`config.mk`:
```
export PLATFORM = sky130hd
export DESIGN_NAME = ex_operand_stage
export DESIGN_NICKNAME = d
export VERILOG_FILES = /design/src/rtl/ex_operand_stage.sv
export SDC_FILE = /design/constraint.sdc
export NUM_CORES = 1
export LEC_CHECK = 0
export ABC_AREA = 1
export CAP_MARGIN = 10
export CELL_PAD_IN_SITES_DETAIL_PLACEMENT = 2
export CELL_PAD_IN_SITES_GLOBAL_PLACEMENT = 2
export CORE_UTILIZATION = 26
export DETAILED_ROUTE_END_ITERATION = 7
export PLACE_DENSITY = 0.82
export SLEW_MARGIN = 15
export SYNTH_ARGS = -nofsm -noshare
export SYNTH_HDL_FRONTEND = slang
export SYNTH_SLANG_ARGS = --single-unit
```
`constraint.sdc`:
```
create_clock -name clk -period 7.6 [get_ports clk]
set_clock_uncertainty 0.1 [all_clocks]
set_input_delay 1.9 -clock clk [delete_from_list [all_inputs] [get_ports clk]]
set_output_delay 1.9 -clock clk [all_outputs]
set_load 0.005 [all_outputs]
```
`src/rtl/ex_operand_stage.sv`:
```
// ex_operand_stage: operand resolution stage in front of the ALU.
// A two-entry elastic buffer (output register + skid register) that captures
// ALU operands with MEM/WB forwarding resolved in the accept cycle.
// Ports:
//   clk, reset                    clock, async active-high reset
//   in_valid / in_ready           upstream handshake
//   in_rs1_data, in_rs2_data      register-file read data
//   in_imm, in_alu_src            immediate and operand-B select
//   in_alu_control, in_rd,
//   in_reg_write                  passed through unmodified
//   in_rs1, in_rs2                source indices used for forwarding
//   flush                         discard held and incoming entries
//   fwd_mem_*, fwd_wb_*           forwarding sources (MEM has priority)
//   out_valid / out_ready         downstream handshake
//   out_a, out_b, out_alu_control,
//   out_rd, out_reg_write         ALU-stage payload
//   stall_count                   saturating back-pressure cycle counter
module ex_operand_stage (
  input  logic        clk,
  input  logic        reset,
  input  logic        in_valid,
  output logic        in_ready,
  input  logic [31:0] in_rs1_data,
  input  logic [31:0] in_rs2_data,
  input  logic [31:0] in_imm,
  input  logic        in_alu_src,
  input  logic [2:0]  in_alu_control,
  input  logic [4:0]  in_rs1,
  input  logic [4:0]  in_rs2,
  input  logic [4:0]  in_rd,
  input  logic        in_reg_write,
  input  logic        flush,
  input  logic        fwd_mem_valid,
  input  logic        fwd_wb_valid,
  input  logic [4:0]  fwd_mem_rd,
  input  logic [4:0]  fwd_wb_rd,
  input  logic [31:0] fwd_mem_data,
  input  logic [31:0] fwd_wb_data,
  output logic        out_valid,
  input  logic        out_ready,
  output logic [31:0] out_a,
  output logic [31:0] out_b,
  output logic [2:0]  out_alu_control,
  output logic [4:0]  out_rd,
  output logic        out_reg_write,
  output logic [15:0] stall_count
);

  localparam int unsigned DATA_W = 32;
  localparam int unsigned IDX_W  = 5;
  localparam int unsigned CTL_W  = 3;
  localparam int unsigned CNT_W  = 16;

  typedef enum logic [1:0] {EMPTY, ONE, TWO} state_t;

  // Field order matches the output concatenation used when loading the output register.
  typedef struct packed {
    logic [DATA_W-1:0] a;
    logic [DATA_W-1:0] b;
    logic [CTL_W-1:0]  ctl;
    logic [IDX_W-1:0]  rd;
    logic              rw;
  } entry_t;

  state_t state;
  entry_t skid;
  entry_t cap_c;
  logic   accept_c;
  logic   fire_c;

  // Forwarding mux: MEM beats WB, index 0 is never forwarded.
  function automatic logic [DATA_W-1:0] resolve(
    input logic [IDX_W-1:0]  idx,
    input logic [DATA_W-1:0] rf_data,
    input logic              mem_v,
    input logic [IDX_W-1:0]  mem_rd,
    input logic [DATA_W-1:0] mem_data,
    input logic              wb_v,
    input logic [IDX_W-1:0]  wb_rd,
    input logic [DATA_W-1:0] wb_data
  );
    logic [DATA_W-1:0] r;
    r = rf_data;
    if (idx != '0) begin
      if (mem_v && (mem_rd == idx))     r = mem_data;
      else if (wb_v && (wb_rd == idx))  r = wb_data;
    end
    return r;
  endfunction

  // in_ready is forced low while reset is held, independent of the clock.
  assign in_ready = (state != TWO) && !reset;
  assign accept_c = in_valid && in_ready;
  assign fire_c   = out_valid && out_ready;

  // Entry as it would be captured this cycle.
  always_comb begin
    cap_c     = '0;
    cap_c.a   = resolve(in_rs1, in_rs1_data, fwd_mem_valid, fwd_mem_rd, fwd_mem_data,
                        fwd_wb_valid, fwd_wb_rd, fwd_wb_data);
    cap_c.b   = in_alu_src ? in_imm
                           : resolve(in_rs2, in_rs2_data, fwd_mem_valid, fwd_mem_rd, fwd_mem_data,
                                     fwd_wb_valid, fwd_wb_rd, fwd_wb_data);
    cap_c.ctl = in_alu_control;
    cap_c.rd  = in_rd;
    cap_c.rw  = in_reg_write;
  end

  // Buffer state, payload registers and stall counter.
  always_ff @(posedge clk or posedge reset) begin
    if (reset) begin
      state           <= EMPTY;
      out_valid       <= 1'b0;
      out_a           <= '0;
      out_b           <= '0;
      out_alu_control <= '0;
      out_rd          <= '0;
      out_reg_write   <= 1'b0;
      skid            <= '0;
      stall_count     <= '0;
    end else begin
      if (out_valid && !out_ready && (stall_count != '1))
        stall_count <= stall_count + CNT_W'(1);

      // Flush empties the buffer; payload registers keep their last value.
      if (flush) begin
        state     <= EMPTY;
        out_valid <= 1'b0;
      end else begin
        case (state)
          EMPTY: begin
            if (accept_c) begin
              {out_a, out_b, out_alu_control, out_rd, out_reg_write} <= cap_c;
              state     <= ONE;
              out_valid <= 1'b1;
            end
          end
          ONE: begin
            if (accept_c && fire_c) begin
              {out_a, out_b, out_alu_control, out_rd, out_reg_write} <= cap_c;
            end else if (accept_c) begin
              skid  <= cap_c;
              state <= TWO;
            end else if (fire_c) begin
              state     <= EMPTY;
              out_valid <= 1'b0;
            end
          end
          TWO: begin
            // in_ready is low here, so only a fire can move the buffer.
            if (fire_c) begin
              {out_a, out_b, out_alu_control, out_rd, out_reg_write} <= skid;
              state <= ONE;
            end
          end
          default: begin
            state     <= EMPTY;
            out_valid <= 1'b0;
          end
        endcase
      end
    end
  end

endmodule

```
==> impl_table.tex, run 1 <==
\begin{tabular}{lr}
\hline
Metric & Value \\
\hline
\multicolumn{2}{l}{\textbf{Global routing}} \\
\quad Sum of overflow across all layers after global routing & 0 \\
\quad Largest net degree at the start of global routing & 86 \\
\quad Wire length of the first global-routing pass & 70.7 mm \\
\quad Initial antenna violation count & 11 \\
\quad Vias in the first global route & 12.5k \\
\quad GRT Resource Usage Total & 22.4\% \\
\multicolumn{2}{l}{\textbf{CTS}} \\
\quad Buffer levels on the longest clock path & 2 \\
\quad Number of H-tree levels & 4 \\
\quad Hold-fix buffers, CTS & 0 \\
\quad Total CTS buffers & 17 \\
\quad CTS resizes & 0 \\
\quad Sink Count & 165 \\
\quad Clock slew seen by the registers of the worst setup and hold paths & 70 ps \\
\quad Postcts setup bufs & 0 \\
\quad TritonCTS clock tree & done \\
\quad Root buffer cell & clkbuf\_16 \\
\quad Clock Latency Late Sink & 450 ps \\
\multicolumn{2}{l}{\textbf{Power and ir drop}} \\
\quad Overall power & 3800 uW \\
\quad Switching Fraction & 35.2\% \\
\quad Pwr per Cell Area & 269 nW/um\^{}2 \\
\quad Total internal power & 2460 uW \\
\quad Combinational share of power & 36.0\% \\
\quad Clock power share & 23.7\% \\
\quad Static leakage power & 0.00706 uW \\
\quad VDD IR-drop max & 112 uV \\
\quad Flop pwr share & 40.3\% \\
\quad Net switching component of the power & 1340 uW \\
\multicolumn{2}{l}{\textbf{Cells and area}} \\
\quad Number of nets at the end of the flow & 2004 \\
\quad Final design utilization & 36.1\% \\
\quad Synthesis-to-layout area growth & 36.1\% \\
\quad Non-filler cells in the finished layout & 2342 \\
\quad Share of layout cells above drive strength 1 & 6.21\% \\
\multicolumn{2}{l}{\textbf{Die}} \\
\quad Number of placed I/O pins & 288 \\
\quad Die span in x & 202 um \\
\quad Initial cell density of the core & 26.5\% \\
\quad Die height & 202 um \\
\quad Die area & 40600 um\^{}2 \\
\quad Core box area & 39000 um\^{}2 \\
\quad Cell Rows & 72 \\
\multicolumn{2}{l}{\textbf{Synth}} \\
\quad Cell type with the largest total area after synthesis & dfrtp\_1 \\
\quad Portion of the post-synthesis area used by sequential elements & 39.9\% \\
\quad Synthesized instance count & 1578 \\
\quad Synthesized netlist net count & 1776 \\
\quad Mapped Area & 10400 um\^{}2 \\
\quad Synth Area per Inst & 6.56 um\^{}2 \\
\quad Total of flip-flops plus latches after synthesis & 165 \\
\quad Top-count cell post-synth & nand2\_1 \\
\quad Share of flip-flops with an asynchronous set or reset & 100\% \\
\quad Most common library cells after synthesis & 514 x nand2\_1, 288 x nor2\_1, 165 x dfrtp\_1, 138 x inv\_1, 127 x nand3\_1 \\
\quad Cell types with the largest area share after synthesis & dfrtp\_1 40\%, nand2\_1 19\%, nor2\_1 10\% \\
\quad Share of the synthesized area in the top cell type & 39.9\% \\
\quad Number of warnings issued by yosys & 0 \\
\quad Top FF cell, synth & dfrtp\_1 \\
\quad Post-synth EDFFs & 0 \\
\quad Count of different cell masters after synthesis & 30 \\
\multicolumn{2}{l}{\textbf{Critical path}} \\
\quad Crit path required time & 5600 ps \\
\quad CP max FO & 2 \\
\quad Arr. time, crit path & 3080 ps \\
\quad Critical path start-end classification & input pin to output port \\
\quad Startpoint type of the worst setup path & input pin \\
\quad Kind of end point of the critical path & output port \\
\multicolumn{2}{l}{\textbf{STA}} \\
\quad Final critical path time including I/O delays and setup & 5080 ps \\
\quad Measured slew at the worst slew-check pin & 1030 ps \\
\quad Final Hold Fails & 0 \\
\quad Period Utilization, post-route & 66.8\% \\
\quad Max-Slew Margin vs Limit & 31.3\% \\
\quad Final setup fails & 0 \\
\quad Final slew viol count & 0 \\
\quad Setup repair after global routing missed its margin & no \\
\quad Post-route setup TNS & 0 ps \\
\quad Maximum operating frequency & 0.197 GHz \\
\quad Setup slack of the critical path after layout & 2520 ps \\
\multicolumn{2}{l}{\textbf{Drt}} \\
\quad Via count & 11.2k \\
\quad Routed Wire Length & 44.7 mm \\
\quad Final routed DRC violation total & 0 \\
\quad Starting DRT DRC Count & 421 \\
\quad Routed wire per std cell & 19.1 um \\
\quad Number of search-and-repair iterations in the first detailed-routing pass & 4 \\
\quad Avg Vias per Cell & 4.79 \\
\quad Number of nets with antenna violations after routing & 0 \\
\multicolumn{2}{l}{\textbf{Hold path}} \\
\quad HP Class & flop to flop \\
\multicolumn{2}{l}{\textbf{Outcome}} \\
\quad Status & completed \\
\multicolumn{2}{l}{\textbf{Placed design}} \\
\quad Placed insts & 2305 \\
\quad Final GP Congestion & 0.853 \\
\quad Hpwl dp & 32.5 mm \\
\quad Post-placement worst setup slack & 2360 ps \\
\quad IO Port Bufs & 287 \\
\multicolumn{2}{l}{\textbf{Job}} \\
\quad Max-capacitance violation count & 0 \\
\hline
\end{tabular}
## critical path, stage by stage
cell and delay [ps]:
clkdlybuf4s50_1 500, nor2_2 160, clkdlybuf4s50_1 510
## sequential cells by signal (all words and copies together), names as in the netlist
| name | count |
|---|---|
| out_rd | 5 |
| skid | 73 |
| state | 2 |
| out_a | 32 |
| out_valid | 1 |
| stall_count | 16 |
| out_alu_control | 3 |
| out_reg_write | 1 |
| out_b | 32 |
## layout make-up
class / instances / area, um^2
well taps: 518 / 648
inverters: 148 / 567
flip-flops and latches: 165 / 4130
repair buffers: 298 / 2950
clock inverters: 13 / 134
clock buffers: 19 / 453
multi-input cells: 1176 / 5200
fillers: 4618 / 24900
diodes: 5 / 12.5
## final timing paths
path	from	endpoint	slack (ps)	cells after the start
worst max-delay path	reset	in_ready	2520	3
worst min-delay path	out_b[3]	out_b[3]	380	2
worst max register to register	state[1]	out_b[21]	4310	12
worst min register to register	out_b[3]	out_b[3]	380	2
max in group asynchronous	reset	out_b[22]	4340	3
min in group asynchronous	reset	out_b[1]	1910	2
## power groups by stage
stage          logic, uW  clock network [uW]  registers, uW
2_1_floorplan        628                   0           1490
3_3_place_gp        1320                   0           1520
3_5_place_dp        1380                   0           1550
4_1_cts             1390                 926           1540
5_1_grt             1530                 955           1580
6_report            1370                 902           1530
## metal layers
| metal | vias to the layer above | global-route usage [%] | wire, um |
|---|---|---|---|
| met5 | - | 0 | 76 |
| met4 | 12 | 5.30 | 749 |
| met3 | 58 | 5.04 | 1970 |
| met2 | 240 | 39.6 | 22400 |
| met1 | 5535 | 27.5 | 19500 |
| li1 | 5371 | - | - |
## logic make-up after synthesis
group | share of synthesized area [%]
buffers and inverters | 10.2
adders and majority gates | 0.121
DFF | 39.9
AOI/OAI and AO/OA | 10.1
and+or+nand+nor | 38.5
xor gates and xnor gates | 1.27
## per-stage QoR
step	instance area (um^2)	hold slack, ps
after CTS	14100	386
final	14100	382
after floorplan	10400	342
after detailed placement	13500	367
after global routing	14100	408
after global placement	13500	355
## layout by cell type, fill, tap and decap left out, types with 2 or more instances in the layout
cell,instances
nor2_2,27
inv_1,137
a21oi_1,58
nand2_1,514
o21ai_1,34
inv_6,6
o21ai_2,16
nor2_4,4
nand4_1,3
buf_4,11
nor2_1,287
nand3_2,5
clkinv_2,3
clkbuf_8,2
nand3_1,126
clkbuf_16,17
xor2_1,12
o21ai_0,30
nor3_1,6
inv_4,2
inv_8,3
inv_2,7
diode_2,5
nand2_2,2
a31oi_1,42
dfrtp_1,165
clkdlybuf4s50_1,286
xnor2_1,3
Power figures use the tool's default switching activity.
==> inputs of run 2 (changes only) <==
--- a/config.mk
+++ b/config.mk
@@ -9,9 +9,9 @@
 export CAP_MARGIN = 10
 export CELL_PAD_IN_SITES_DETAIL_PLACEMENT = 2
 export CELL_PAD_IN_SITES_GLOBAL_PLACEMENT = 2
-export CORE_UTILIZATION = 26
+export CORE_UTILIZATION = 23
 export DETAILED_ROUTE_END_ITERATION = 7
-export PLACE_DENSITY = 0.82
+export PLACE_DENSITY = 0.77
 export SLEW_MARGIN = 15
 export SYNTH_ARGS = -nofsm -noshare
 export SYNTH_HDL_FRONTEND = slang
==> constraint.sdc (replaced) <==
create_clock -name clk -period 4.35 [get_ports clk]
set_clock_uncertainty 0.1 [all_clocks]
set_input_delay 1.0875 -clock clk [delete_from_list [all_inputs] [get_ports clk]]
set_output_delay 1.0875 -clock clk [all_outputs]
set_load 0.005 [all_outputs]
==> impl_table.tex, run 2 (synthesized netlist as in run 1, its figures left out) <==
\begin{tabular}{lr}
\hline
Metric & Value \\
\hline
\multicolumn{2}{l}{\textbf{Die}} \\
\quad Die height & 214 um \\
\quad Die span in x & 214 um \\
\quad Number of placed I/O pins & 288 \\
\quad Core box area & 44300 um\^{}2 \\
\quad Cell Rows & 77 \\
\quad Initial cell density of the core & 23.4\% \\
\quad Die area & 45900 um\^{}2 \\
\multicolumn{2}{l}{\textbf{STA}} \\
\quad Final slew viol count & 0 \\
\quad Period Utilization, post-route & 78.9\% \\
\quad Measured slew at the worst slew-check pin & 1010 ps \\
\quad Final Hold Fails & 0 \\
\quad Final setup fails & 0 \\
\quad Post-route setup TNS & 0 ps \\
\quad Max-Slew Margin vs Limit & 32.7\% \\
\quad Setup repair after global routing missed its margin & no \\
\quad Final critical path time including I/O delays and setup & 3430 ps \\
\quad Maximum operating frequency & 0.292 GHz \\
\multicolumn{2}{l}{\textbf{CTS}} \\
\quad Root buffer cell & clkbuf\_16 \\
\quad Number of H-tree levels & 4 \\
\quad Sink Count & 165 \\
\quad Hold-fix buffers, CTS & 0 \\
\quad Buffer levels on the longest clock path & 2 \\
\quad Clock slew seen by the registers of the worst setup and hold paths & 70 ps \\
\quad TritonCTS clock tree & done \\
\quad Postcts setup bufs & 0 \\
\quad CTS resizes & 0 \\
\quad Clock Latency Late Sink & 460 ps \\
\quad Total CTS buffers & 17 \\
\multicolumn{2}{l}{\textbf{Critical path}} \\
\quad Path depth of the worst reg2reg path & 10 \\
\quad CP max FO & 2 \\
\quad Most frequent CP cell & clkdlybuf4s50\_1 \\
\quad Cell type group with the largest total delay on the critical path & buffers and inverters \\
\quad Crit path required time & 3160 ps \\
\quad Critical path's slowest cell & clkdlybuf4s50\_1 \\
\quad Reg-to-reg startpoint & state[1] \\
\quad Arr. time, crit path & 2240 ps \\
\quad Slowest Stage Delay on Critical Path & 520 ps \\
\quad Worst reg-to-reg setup slack & 1740 ps \\
\quad Reg-to-reg endpoint & out\_a[11] \\
\quad Critical path buffer and inverter count & 2 \\
\quad Cells along the critical path & clkdlybuf4s50\_1, nor2\_2, clkdlybuf4s50\_1 \\
\quad Kind of end point of the critical path & output port \\
\quad Startpoint type of the worst setup path & input pin \\
\quad Critical path start-end classification & input pin to output port \\
\multicolumn{2}{l}{\textbf{Drt}} \\
\quad Starting DRT DRC Count & 409 \\
\quad Routed wire per std cell & 19.2 um \\
\quad Via count & 11.3k \\
\quad Number of nets with antenna violations after routing & 0 \\
\quad Final routed DRC violation total & 0 \\
\quad Avg Vias per Cell & 4.66 \\
\quad Number of search-and-repair iterations in the first detailed-routing pass & 4 \\
\quad Routed Wire Length & 46.5 mm \\
\multicolumn{2}{l}{\textbf{Global routing}} \\
\quad Vias in the first global route & 12.7k \\
\quad Met2 Usage GRT & 36.2\% \\
\quad Most crowded layer after global routing & met2 \\
\quad Wire length of the first global-routing pass & 73.6 mm \\
\quad Largest net degree at the start of global routing & 118 \\
\quad Global-route met1 utilization & 25.4\% \\
\quad Initial antenna violation count & 11 \\
\quad Sum of overflow across all layers after global routing & 0 \\
\quad Global routing met3 resource utilization & 5.26\% \\
\quad GRT Resource Usage Total & 20.8\% \\
\multicolumn{2}{l}{\textbf{Hold path}} \\
\quad Worst min-delay path endpoint & skid[2] \\
\quad Instance count along the most critical hold path & 2 \\
\quad Worst hold path startpoint & skid[2] \\
\quad HP Class & flop to flop \\
\multicolumn{2}{l}{\textbf{Power and ir drop}} \\
\quad VDD IR-drop max & 195 uV \\
\quad Static leakage power & 0.00716 uW \\
\quad Pwr per Cell Area & 467 nW/um\^{}2 \\
\multicolumn{2}{l}{\textbf{Cells and area}} \\
\quad Top library cells by usage in the layout, fill and taps aside & 514 x nand2\_1, 287 x nor2\_1, 286 x clkdlybuf4s50\_1 \\
\quad Share of layout cells above drive strength 1 & 6.88\% \\
\quad Cell area after layout & 14400 um\^{}2 \\
\quad Most common cell after layout, fill and taps aside & nand2\_1 \\
\quad Number of flip-flops under the largest register name & 73 \\
\quad Biggest registers after layout & skid x73, out\_a x32, out\_b x32 \\
\quad Number of nets at the end of the flow & 2017 \\
\quad Most flop-heavy register & skid \\
\quad Synthesis-to-layout area growth & 39.0\% \\
\multicolumn{2}{l}{\textbf{Placed design}} \\
\quad Hpwl dp & 35.6 mm \\
\quad IO Port Bufs & 287 \\
\quad Final GP Congestion & 0.825 \\
\quad Cell area after placement & 13800 um\^{}2 \\
\multicolumn{2}{l}{\textbf{Outcome}} \\
\quad Status & completed \\
\multicolumn{2}{l}{\textbf{Job}} \\
\quad Max-capacitance violation count & 0 \\
\hline
\end{tabular}
run 2: worst max-delay path by stage:
stage	from	end	slack (ps)	cells past startpoint
2_1_floorplan	reset	out_a[0]	1060	1
3_3_place_gp	in_rs2[0]	out_b[24]	740	13
3_5_place_dp	in_rs1[0]	out_a[26]	620	13
4_1_cts	reset	in_ready	900	3
5_1_grt	in_rs1[0]	out_a[26]	830	13
6_report	reset	in_ready	920	3
run 2: final cells by class:
type                            count  area (um^2)
Fill cell                        5277        29900
Multi-Input combinational cell   1176         5200
Sequential cell                   165         4130
Timing Repair Buffer              311         3140
Tap cell                          592          741
Inverter                          148          564
Clock buffer                       19          453
Clock inverter                     13          163
Antenna cell                        4         10.0
run 2: power by group:
group          total, uW  internal, uW  switching (uW)  leakage, uW
clock               1630           897             732     0.000299
combinational       2410          1250            1150      0.00486
sequential          2680          2230             457      0.00201
total               6720          4380            2340      0.00716
run 2: worst register-to-register path, stage by stage, from the launching register on:
cell	delay, ps
dfrtp_1	430
inv_2	110
nor2_4	90
buf_4	220
inv_4	500
a21oi_4	170
inv_4	80
buf_12	410
nor2_1	220
nand2_1	110
nand2_1	50
run 2: routing by layer:
| metal | up-vias | routed length [um] | share of wire, % |
|---|---|---|---|
| met2 | 262 | 23000 | 50 |
| met1 | 5578 | 19900 | 43 |
| met3 | 55 | 2680 | 5.8 |
| met4 | 14 | 799 | 1.7 |
| li1 | 5399 | - | - |
| met5 | - | 98 | 0.21 |
run 2: through the flow:
stage          hold WS (ps)  setup slack [ps]  instances  total power, uW  utilization (%)
5_1_grt                 406               828       2425             7200             32.5
2_1_floorplan           342              1060       1578             3710                -
3_3_place_gp            353               737       2392             5010             31.1
3_5_place_dp            363               618       2392             5150             31.1
4_1_cts                 381               904       2424             6850             32.5
6_report                378               920       2428             6720             32.5
==> inputs of run 3 (changes only) <==
==> constraint.sdc (replaced) <==
create_clock -name clk -period 3 [get_ports clk]
set_clock_uncertainty 0.1 [all_clocks]
set_input_delay 0.75 -clock clk [delete_from_list [all_inputs] [get_ports clk]]
set_output_delay 0.75 -clock clk [all_outputs]
set_load 0.005 [all_outputs]
==> impl_table.tex, run 3 (synthesized netlist as in run 1, its figures left out) <==
\begin{tabular}{lr}
\hline
Metric & Value \\
\hline
\multicolumn{2}{l}{\textbf{Cells and area}} \\
\quad Synthesis-to-layout area growth & 40.4\% \\
\quad Most common cell after layout, fill and taps aside & nand2\_1 \\
\quad Cell area after layout & 14500 um\^{}2 \\
\quad Number of nets at the end of the flow & 2030 \\
\quad Share of layout cells above drive strength 1 & 7.48\% \\
\quad Top library cells by usage in the layout, fill and taps aside & 514 x nand2\_1, 287 x nor2\_1, 286 x clkdlybuf4s50\_1 \\
\quad Number of fill cells in the layout & 5244 \\
\quad Most flop-heavy register & skid \\
\quad Number of flip-flops under the largest register name & 73 \\
\quad Biggest registers after layout & skid x73, out\_a x32, out\_b x32 \\
\quad Non-filler cells in the finished layout & 2439 \\
\multicolumn{2}{l}{\textbf{Placed design}} \\
\quad Placed insts & 2405 \\
\quad IO Port Bufs & 287 \\
\quad Cell area after placement & 14000 um\^{}2 \\
\quad Hpwl dp & 36.1 mm \\
\quad Final GP Congestion & 0.807 \\
\quad Post-placement worst setup slack & -96.7 ps \\
\multicolumn{2}{l}{\textbf{CTS}} \\
\quad CTS resizes & 0 \\
\quad Buffer levels on the longest clock path & 2 \\
\quad Total CTS buffers & 17 \\
\quad Sink Count & 165 \\
\quad Clock slew seen by the registers of the worst setup and hold paths & 70 ps \\
\quad Number of H-tree levels & 4 \\
\quad Clock Latency Late Sink & 450 ps \\
\quad Hold-fix buffers, CTS & 0 \\
\quad TritonCTS clock tree & done \\
\quad Root buffer cell & clkbuf\_16 \\
\quad Postcts setup bufs & 0 \\
\multicolumn{2}{l}{\textbf{Drt}} \\
\quad Number of nets with antenna violations after routing & 0 \\
\quad Final routed DRC violation total & 0 \\
\quad Starting DRT DRC Count & 414 \\
\quad Avg Vias per Cell & 4.66 \\
\quad Number of search-and-repair iterations in the first detailed-routing pass & 4 \\
\quad Routed Wire Length & 46.9 mm \\
\quad Routed wire per std cell & 19.2 um \\
\quad Via count & 11.4k \\
\multicolumn{2}{l}{\textbf{STA}} \\
\quad Final slew viol count & 0 \\
\quad Final critical path time including I/O delays and setup & 2790 ps \\
\quad Max-Slew Margin vs Limit & 58.0\% \\
\quad Final setup fails & 0 \\
\quad Setup slack of the critical path after layout & 209 ps \\
\quad Period Utilization, post-route & 93.0\% \\
\quad Setup repair after global routing missed its margin & no \\
\quad Measured slew at the worst slew-check pin & 628 ps \\
\quad Maximum operating frequency & 0.358 GHz \\
\quad Final Hold Fails & 0 \\
\quad Minimum hold slack & 383 ps \\
\multicolumn{2}{l}{\textbf{Global routing}} \\
\quad Wire length of the first global-routing pass & 73.5 mm \\
\quad Vias in the first global route & 12.6k \\
\quad Sum of overflow across all layers after global routing & 0 \\
\quad GRT Resource Usage Total & 20.7\% \\
\quad Initial antenna violation count & 10 \\
\quad Largest net degree at the start of global routing & 71 \\
\multicolumn{2}{l}{\textbf{Critical path}} \\
\quad Most frequent CP cell & clkdlybuf4s50\_1 \\
\quad Critical path start-end classification & input pin to output port \\
\quad Worst setup path startpoint & reset \\
\quad Critical path's slowest cell & clkdlybuf4s50\_1 \\
\quad Crit path required time & 2150 ps \\
\quad Worst reg-to-reg setup slack & 700 ps \\
\quad Slowest Stage Delay on Critical Path & 520 ps \\
\quad Startpoint type of the worst setup path & input pin \\
\quad Kind of end point of the critical path & output port \\
\quad Path depth of the worst reg2reg path & 10 \\
\quad CP max FO & 2 \\
\quad Reg-to-reg endpoint & skid[69] \\
\quad Termination of the worst setup path & in\_ready \\
\quad Cells along the critical path & clkdlybuf4s50\_1, nor2\_2, clkdlybuf4s50\_1 \\
\quad Reg-to-reg startpoint & state[0] \\
\quad Arr. time, crit path & 1940 ps \\
\multicolumn{2}{l}{\textbf{Die}} \\
\quad Die span in x & 214 um \\
\quad Die area & 45900 um\^{}2 \\
\quad Die height & 214 um \\
\quad Initial cell density of the core & 23.4\% \\
\quad Cell Rows & 77 \\
\quad Number of placed I/O pins & 288 \\
\quad Core box area & 44300 um\^{}2 \\
\multicolumn{2}{l}{\textbf{Power and ir drop}} \\
\quad Pwr per Cell Area & 667 nW/um\^{}2 \\
\quad Clock power share & 23.4\% \\
\quad Overall power & 9690 uW \\
\quad Net switching component of the power & 3420 uW \\
\quad Flop pwr share & 40.1\% \\
\quad Combinational share of power & 36.6\% \\
\quad Switching Fraction & 35.3\% \\
\quad Static leakage power & 0.00724 uW \\
\quad Total internal power & 6270 uW \\
\quad VDD IR-drop max & 271 uV \\
\multicolumn{2}{l}{\textbf{Job}} \\
\quad Max-capacitance violation count & 0 \\
\multicolumn{2}{l}{\textbf{Hold path}} \\
\quad HP Class & flop to flop \\
\quad Worst hold path startpoint & out\_b[23] \\
\multicolumn{2}{l}{\textbf{Outcome}} \\
\quad Status & completed \\
\hline
\end{tabular}
## run 3: power groups by stage
stage | Sequential [uW] | Clock [uW] | Combinational (uW)
2_1_floorplan | 3780 | 0 | 1590
5_1_grt | 4010 | 2410 | 3950
6_report | 3880 | 2260 | 3540
4_1_cts | 3890 | 2340 | 3630
3_5_place_dp | 3920 | 0 | 3590
3_3_place_gp | 3870 | 0 | 3430
## run 3: worst min path at each step
stage | to | depth (start not counted)
finish | out_b[23] | 2
global route | out_b[23] | 2
CTS | skid[4] | 2
detailed placement | skid[4] | 2
global placement | skid[8] | 2
floorplan | skid[0] | 2
## run 3: worst max-delay path: cells and delay by family
family / cells / cell delay, ps
AND/OR/NAND/NOR: 1 / 190
buffers and inverters: 2 / 1000
## run 3: final cells by class
cell class	count	area [um^2]	share of cell area (%)
sequential	165	4130	28.4
multi-input combinational	1176	5200	35.8
tap	592	741	5.10
inverter	148	564	3.88
clock buffer	19	443	3.05
clock inverter	13	136	0.938
timing repair buffer	324	3320	22.8
antenna	2	5.00	0.0344
## run 3: per-stage QoR
step	setup TNS (ps)	util, %
after floorplan	0	-
after global placement	-333	31.5
after global routing	0	32.8
after CTS	0	32.8
final	0	32.8
after detailed placement	-774	31.5
## run 3: metal layers
| metal | part of all wire (%) | global-route usage [%] | vias to the layer above |
|---|---|---|---|
| li1 | - | - | 5425 |
| met4 | 1.4 | 4.86 | 16 |
| met3 | 4.9 | 5.22 | 47 |
| met2 | 49 | 35.6 | 242 |
| met1 | 44 | 25.8 | 5647 |
| met5 | 0.24 | 0 | - |
==> RTL change 1: new RTL, settings of run 3 <==
Encoding of `state_t`: now one-hot (3 bits for 3 states).
--- a/src/rtl/ex_operand_stage.sv
+++ b/src/rtl/ex_operand_stage.sv
@@ -51,7 +51,7 @@
   localparam int unsigned CTL_W  = 3;
   localparam int unsigned CNT_W  = 16;
 
-  typedef enum logic [1:0] {EMPTY, ONE, TWO} state_t;
+  typedef enum logic [2:0] {EMPTY = 3'b001, ONE = 3'b010, TWO = 3'b100} state_t;
 
   // Field order matches the output concatenation used when loading the output register.
   typedef struct packed {
Formal check against the unedited RTL: same outputs for any inputs over 4 cycles, from zero or initial values and one cycle with reset high; so few cycles prove little.
==> RTL change 1 against run 3 <==
The run now ends with DRC left. Clock power up 2%. Synthesized area is 7.2% lower. Design area is 3.7% lower. Power is 2.1% higher. Critical path type is now register to primary output. Worst hold slack got worse by 0.0024 ns. Highest routed layer unchanged. Sequential cell count rose by 1. Largest power group is now combinational cells. Non-clock buffer count rose by 28. Routed wire length down 6.1%. Worst setup slack got worse by 0.066 ns.
==> RTL change 1: results (changes against run 3) <==
The worst vdd rail ir drop is 0.321 mV (+19%). The highest net fanout along the worst path works out to 18 (+16). The HPWL after detailed placement is 33,800 um (-6.3%). Number of cells on the worst reg-to-reg path: 12 (+2). The detailed-router iteration count before antenna repair is 7 (+3), and the share of layout cells above drive strength 1 is 7.90% (+0.42 points). The detailed-route DRC error count is 64 (+64). The run finished, with violations left. The run gives 3.47% (-1.8 points) as the met3 routing resource usage after global routing. The tools report the routability congestion estimate from global placement as 0.825 (+2.3%).

The worst setup path is launched from a register. The global-route track usage on met2 came out at 35.7% (+0.13 points). Worst-case register-to-register setup slack: 0.66 ns (-0.04 ns).

In this run the critical register-to-register path is launched from state[0]$_DFFE_PP1P_. The slowest stage of the critical path belongs to the cell dfstp_2. For the all-layer global routing usage, the log shows 21.1% (+0.37 points).

The final-report setup violation count is 0 (unchanged), and the delay of the slowest cell on the worst path is 0.55 ns (+0.03 ns). The commonest cells after synthesis are 459 x nand2_1, 209 x nor2_1, 165 x dfrtp_1, 100 x inv_1, 89 x nand3_1. For the number of fill cells, the log shows 4,755 (-9.3%).

Number of DRC violations after detailed-routing iteration 0: 440 (+6.3%). The wire length of the first global-routing pass was 66,900 um (-9.0%). For the total nets after synthesis, the log shows 1,606 (-9.6%). The proportion of synthesized chip area in sequential cells was 43.3% (+3.4 points); the routed via count divided by cell count was 4.71 (+0.93%).

Maximum number of pins on one net before global-route repair: 132 (+86%). The checks that failed: DRC. The total number of nets in the final design was 1,895 (-6.7%); the worst hold-check slack was 0.380 ns (-0.00243 ns). By area the synthesized netlist is led by dfrtp_1 43%, nand2_1 18%, nor2_1 8.2%, nand3_1 4.6%, inv_1 3.9%.

End of the worst register-to-register path: out_b[22]$_DFFE_PP0P_. Hold path startpoint: skid[7]$_DFFE_PP0P_. The run gives 6.88 nW (-5.0%) as the leakage power of the design. The number of clock buffers inserted by TritonCTS is 17 (unchanged). The number of global-route vias before repair was 11,500 (-8.9%); the initial antenna violation count was 10 (unchanged). Worst hold path cell count: 2 (unchanged).

For the number of different library cells in the post-synthesis netlist, the log shows 33 (+10%). Final wirelength: 44,000 um (-6.1%). The tools report the post-detailed-placement cell area as 13,400 um^2 (-4.0%).

The tools report the met1 usage as 26.7% (+0.92 points). The setup slack at placement is -0.190 ns (-0.0933 ns). The time the worst path needs with I/O delays and setup was 2.86 ns (+0.0660 ns); the headroom to the max-slew limit was 55.7% (-2.3 points).
-- RTL change 1: cell type report --
cell class              count  area, um^2  area share (%)
multi-input cells        1043        4620            33.0
flip-flops and latches    166        4160            29.7
repair buffers            352        3520            25.1
well taps                 532         666            4.76
clock buffers              23         458            3.27
inverters                 117         445            3.18
clock inverters             7         121           0.867
diodes                      5        12.5          0.0894
-- RTL change 1: how the worst min path moves through the flow --
stage                            to
4_1_cts         skid[7]$_DFFE_PP0P_
3_5_place_dp    skid[8]$_DFFE_PP0P_
2_1_floorplan   skid[0]$_DFFE_PP0P_
5_1_grt        out_a[4]$_DFFE_PP0P_
6_report        skid[7]$_DFFE_PP0P_
3_3_place_gp    skid[5]$_DFFE_PP0P_
-- RTL change 1: power breakdown --
part	total [W]	switching, W	internal [W]
Combinational	0.00381	0.00189	0.00191
Sequential	0.00379	0.000604	0.00318
Clock	0.00230	0.000974	0.00133
-- RTL change 1: worst reg2reg max path, delay by kind of cell, from the launching register on --
family / cells / cell delay, ns
simple gates: 6 / 0.51
buf+inv: 4 / 0.73
compound gates: 2 / 0.35
flops: 1 / 0.55
-- RTL change 1: metrics by stage --
stage	instances	util, %
finish	2245	34.1
global route	2244	34.1
CTS	2240	34.1
detailed placement	2210	32.7
global placement	2210	32.7
floorplan	1408	-
-- RTL change 1: kinds of logic after synthesis --
kind of cell    Yosys count  synth area share (%)
xor+xnor                 15                  1.37
simple gates            809                  34.4
compound gates          218                  12.1
flops                   166                  43.3
buf+inv                 199                  8.73
fa+ha+maj                 1                 0.130
-- RTL change 1: per-layer routing --
| layer | share of wire, % | vias to the layer above |
|---|---|---|
| li1 | - | 5060 |
| met1 | 46 | 5223 |
| met2 | 48 | 224 |
| met3 | 3.8 | 54 |
| met4 | 2.5 | 8 |
| met5 | 0.12 | - |
==> RTL change 2: new RTL, flow settings as in run 3 <==
Made on the original files. Make the reset (`reset`) synchronous in one clocked block. Comments in the files are not updated.
--- a/src/rtl/ex_operand_stage.sv
+++ b/src/rtl/ex_operand_stage.sv
@@ -107,7 +107,7 @@
   end
 
   // Buffer state, payload registers and stall counter.
-  always_ff @(posedge clk or posedge reset) begin
+  always_ff @(posedge clk) begin
     if (reset) begin
       state           <= EMPTY;
       out_valid       <= 1'b0;
Behaviour: differs if reset is asserted again (counterexample within 4 cycles, from zero or initial values and one cycle with reset high); with reset held inactive, the same outputs for 4 cycles.
==> RTL change 2 against run 3 <==
Design area is 4.5% lower. Register-to-register slack better by 0.20 ns. Worst hold slack better by 0.0027 ns. Die area is 4.6% lower. Highest routed layer unchanged. Critical endpoint unchanged. Sequential cell count stayed put. Critical path depth is 2 higher. Largest cell class unchanged. Cell count is 0.37% lower. Synthesized area is 4.6% lower. Count of clock-buffer cells in the layout is 3 higher. Routed wire length is 2.4% higher. Worst setup slack better by 0.23 ns.
Power is not compared: it rests on default switching activity, and its combinational part moved more than twofold at a synthesized area within 25%.
==> RTL change 2: results (changes against run 3) <==
The maximum operating frequency is 390 MHz (+8.9%). The number of fill cells is 5,055 (-3.6%), and the detailed-router iteration count before antenna repair is 4 (unchanged). The worst hold-check slack was 0.385 ns (+0.00266 ns); the detailed route wirelength on metal2 was 23,800 um (+3.4%).

The count of plain and timing-repair buffers was 317 (-2.2%). The wire length of the first global-routing pass was 72,400 um (-1.5%); the post-synthesis async set-or-reset flop share was 0% (-100 points). The all-layer global routing usage is 21.8% (+1.1 points).

The logs give 0.832 (+3.1%) for the routability congestion estimate from global placement and 13,300 um^2 (-4.9%) for the post-detailed-placement cell area. The share of layout cells above drive strength 1 was 4.98% (-2.5 points). In the synthesized netlist, the cells that appear most often are 371 x nand2_1, 238 x nor2_1, 209 x a21oi_1, 196 x inv_1, 165 x dfxtp_1. The initial antenna violation count was 8 (-2); the per-cell routed wire length was 19.8 um (+2.8%). The adder-cell share of the synthesized area is 0.127% (+0.0058 points), and the relative area of non-clock buffer cells in the final design is 23.4% (+0.57 points). Number of rows in the core area: 75 (-2.6%). The critical path starts at state[0]$_SDFFE_PP0P_. The final wirelength was 48,000 um (+2.4%).

The proportion of synthesized chip area in sequential cells is 33.4% (-6.4 points). In this run the critical register-to-register path is captured at stall_count[8]$_SDFFE_PP0P_. For the routed wire length on met3, the log shows 2240 um (-2.7%). The worst-margin pin slew was 1.01 ns (+0.383 ns). The worst hold endpoint was stall_count[2]$_SDFFE_PP0P_. Multi-input combinational gate total: 1,170 (-0.51%).

The tools report the hold path startpoint as stall_count[2]$_SDFFE_PP0P_. The delay of the slowest cell on the worst path came out at 0.54 ns (+0.02 ns). The xor/xnor share of the synthesized area came out at 0.443% (-0.83 points). The run gives 11,800 (+3.7%) as the via count of the routed design. Clock network area share: 4.35% (+0.37 points). The setup slack at placement is 0.0383 ns (+0.135 ns), and the complex-gate fraction of the synthesized area is 21.3% (+11 points). The synthesized area per cell is 5.99 um^2 (-8.7%), and the post-route standard cell area excluding fillers is 13,900 um^2 (-4.5%). The maximum number of pins on one net before global-route repair is 126 (+77%), and the number of cells on the worst reg-to-reg path is 12 (+2). The number of global-route vias before repair was 12,800 (+1.1%). The number of different library cells in the post-synthesis netlist is 35 (+17%). The data arrival time of the critical path was 1.71 ns (-0.23 ns). Number of DRC violations after detailed-routing iteration 0: 470 (+14%). The flow ran to the end, and the final reports show no timing, DRC or antenna violations.

The sequential standard cell area was 3300 um^2 (-20%); the highest net fanout along the worst path was 5 (+3). The logs give 22 (+3) for the clock buffer count in the final layout and 0.90 ns (+0.20 ns) for the worst-case register-to-register setup slack. By area the synthesized netlist is led by dfxtp_1 33%, nand2_1 14%, a21oi_1 11%, nor2_1 9.0%, o21ai_0 8.2%. The run gives 1,847 (+4.0%) as the total nets after synthesis. The HPWL after detailed placement was 34,500 um (-4.3%); the number of warning messages in the yosys log was 0 (unchanged). The post-route met1 wirelength is 20,600 um (-0.90%). Worst flop-to-flop path startpoint: stall_count[7]$_SDFFE_PP0P_. The number of cells in the design after placement came out at 2,396 (-0.37%). The area used by multi-input combinational logic is 5270 um^2 (+1.4%).
[RTL change 2: layer usage]
metal | GRT usage, % | up-vias
met5 | 0 | -
met4 | 7.61 | 10
met3 | 4.76 | 70
met2 | 39.0 | 297
met1 | 25.3 | 5722
li1 | - | 5696
[RTL change 2: cell families (layout without fill, tap and decap cells)]
| kind of cell | after synthesis | count (layout) |
|---|---|---|
| xor gates and xnor gates | 5 | 5 |
| and+or+nand+nor | 748 | 748 |
| AOI/OAI and AO/OA | 416 | 416 |
| adders and majority gates | 1 | 1 |
| other | 0 | 2 |
| DFF | 165 | 165 |
| buffers and inverters | 314 | 554 |
[RTL change 2: where the power goes]
part	internal, W	total, W	switching [W]	leakage [nW]
combinational	0.000524	0.00111	0.000587	4.95
clock	0.00132	0.00234	0.00101	0.293
sequential	0.00226	0.00231	0.0000443	1.34
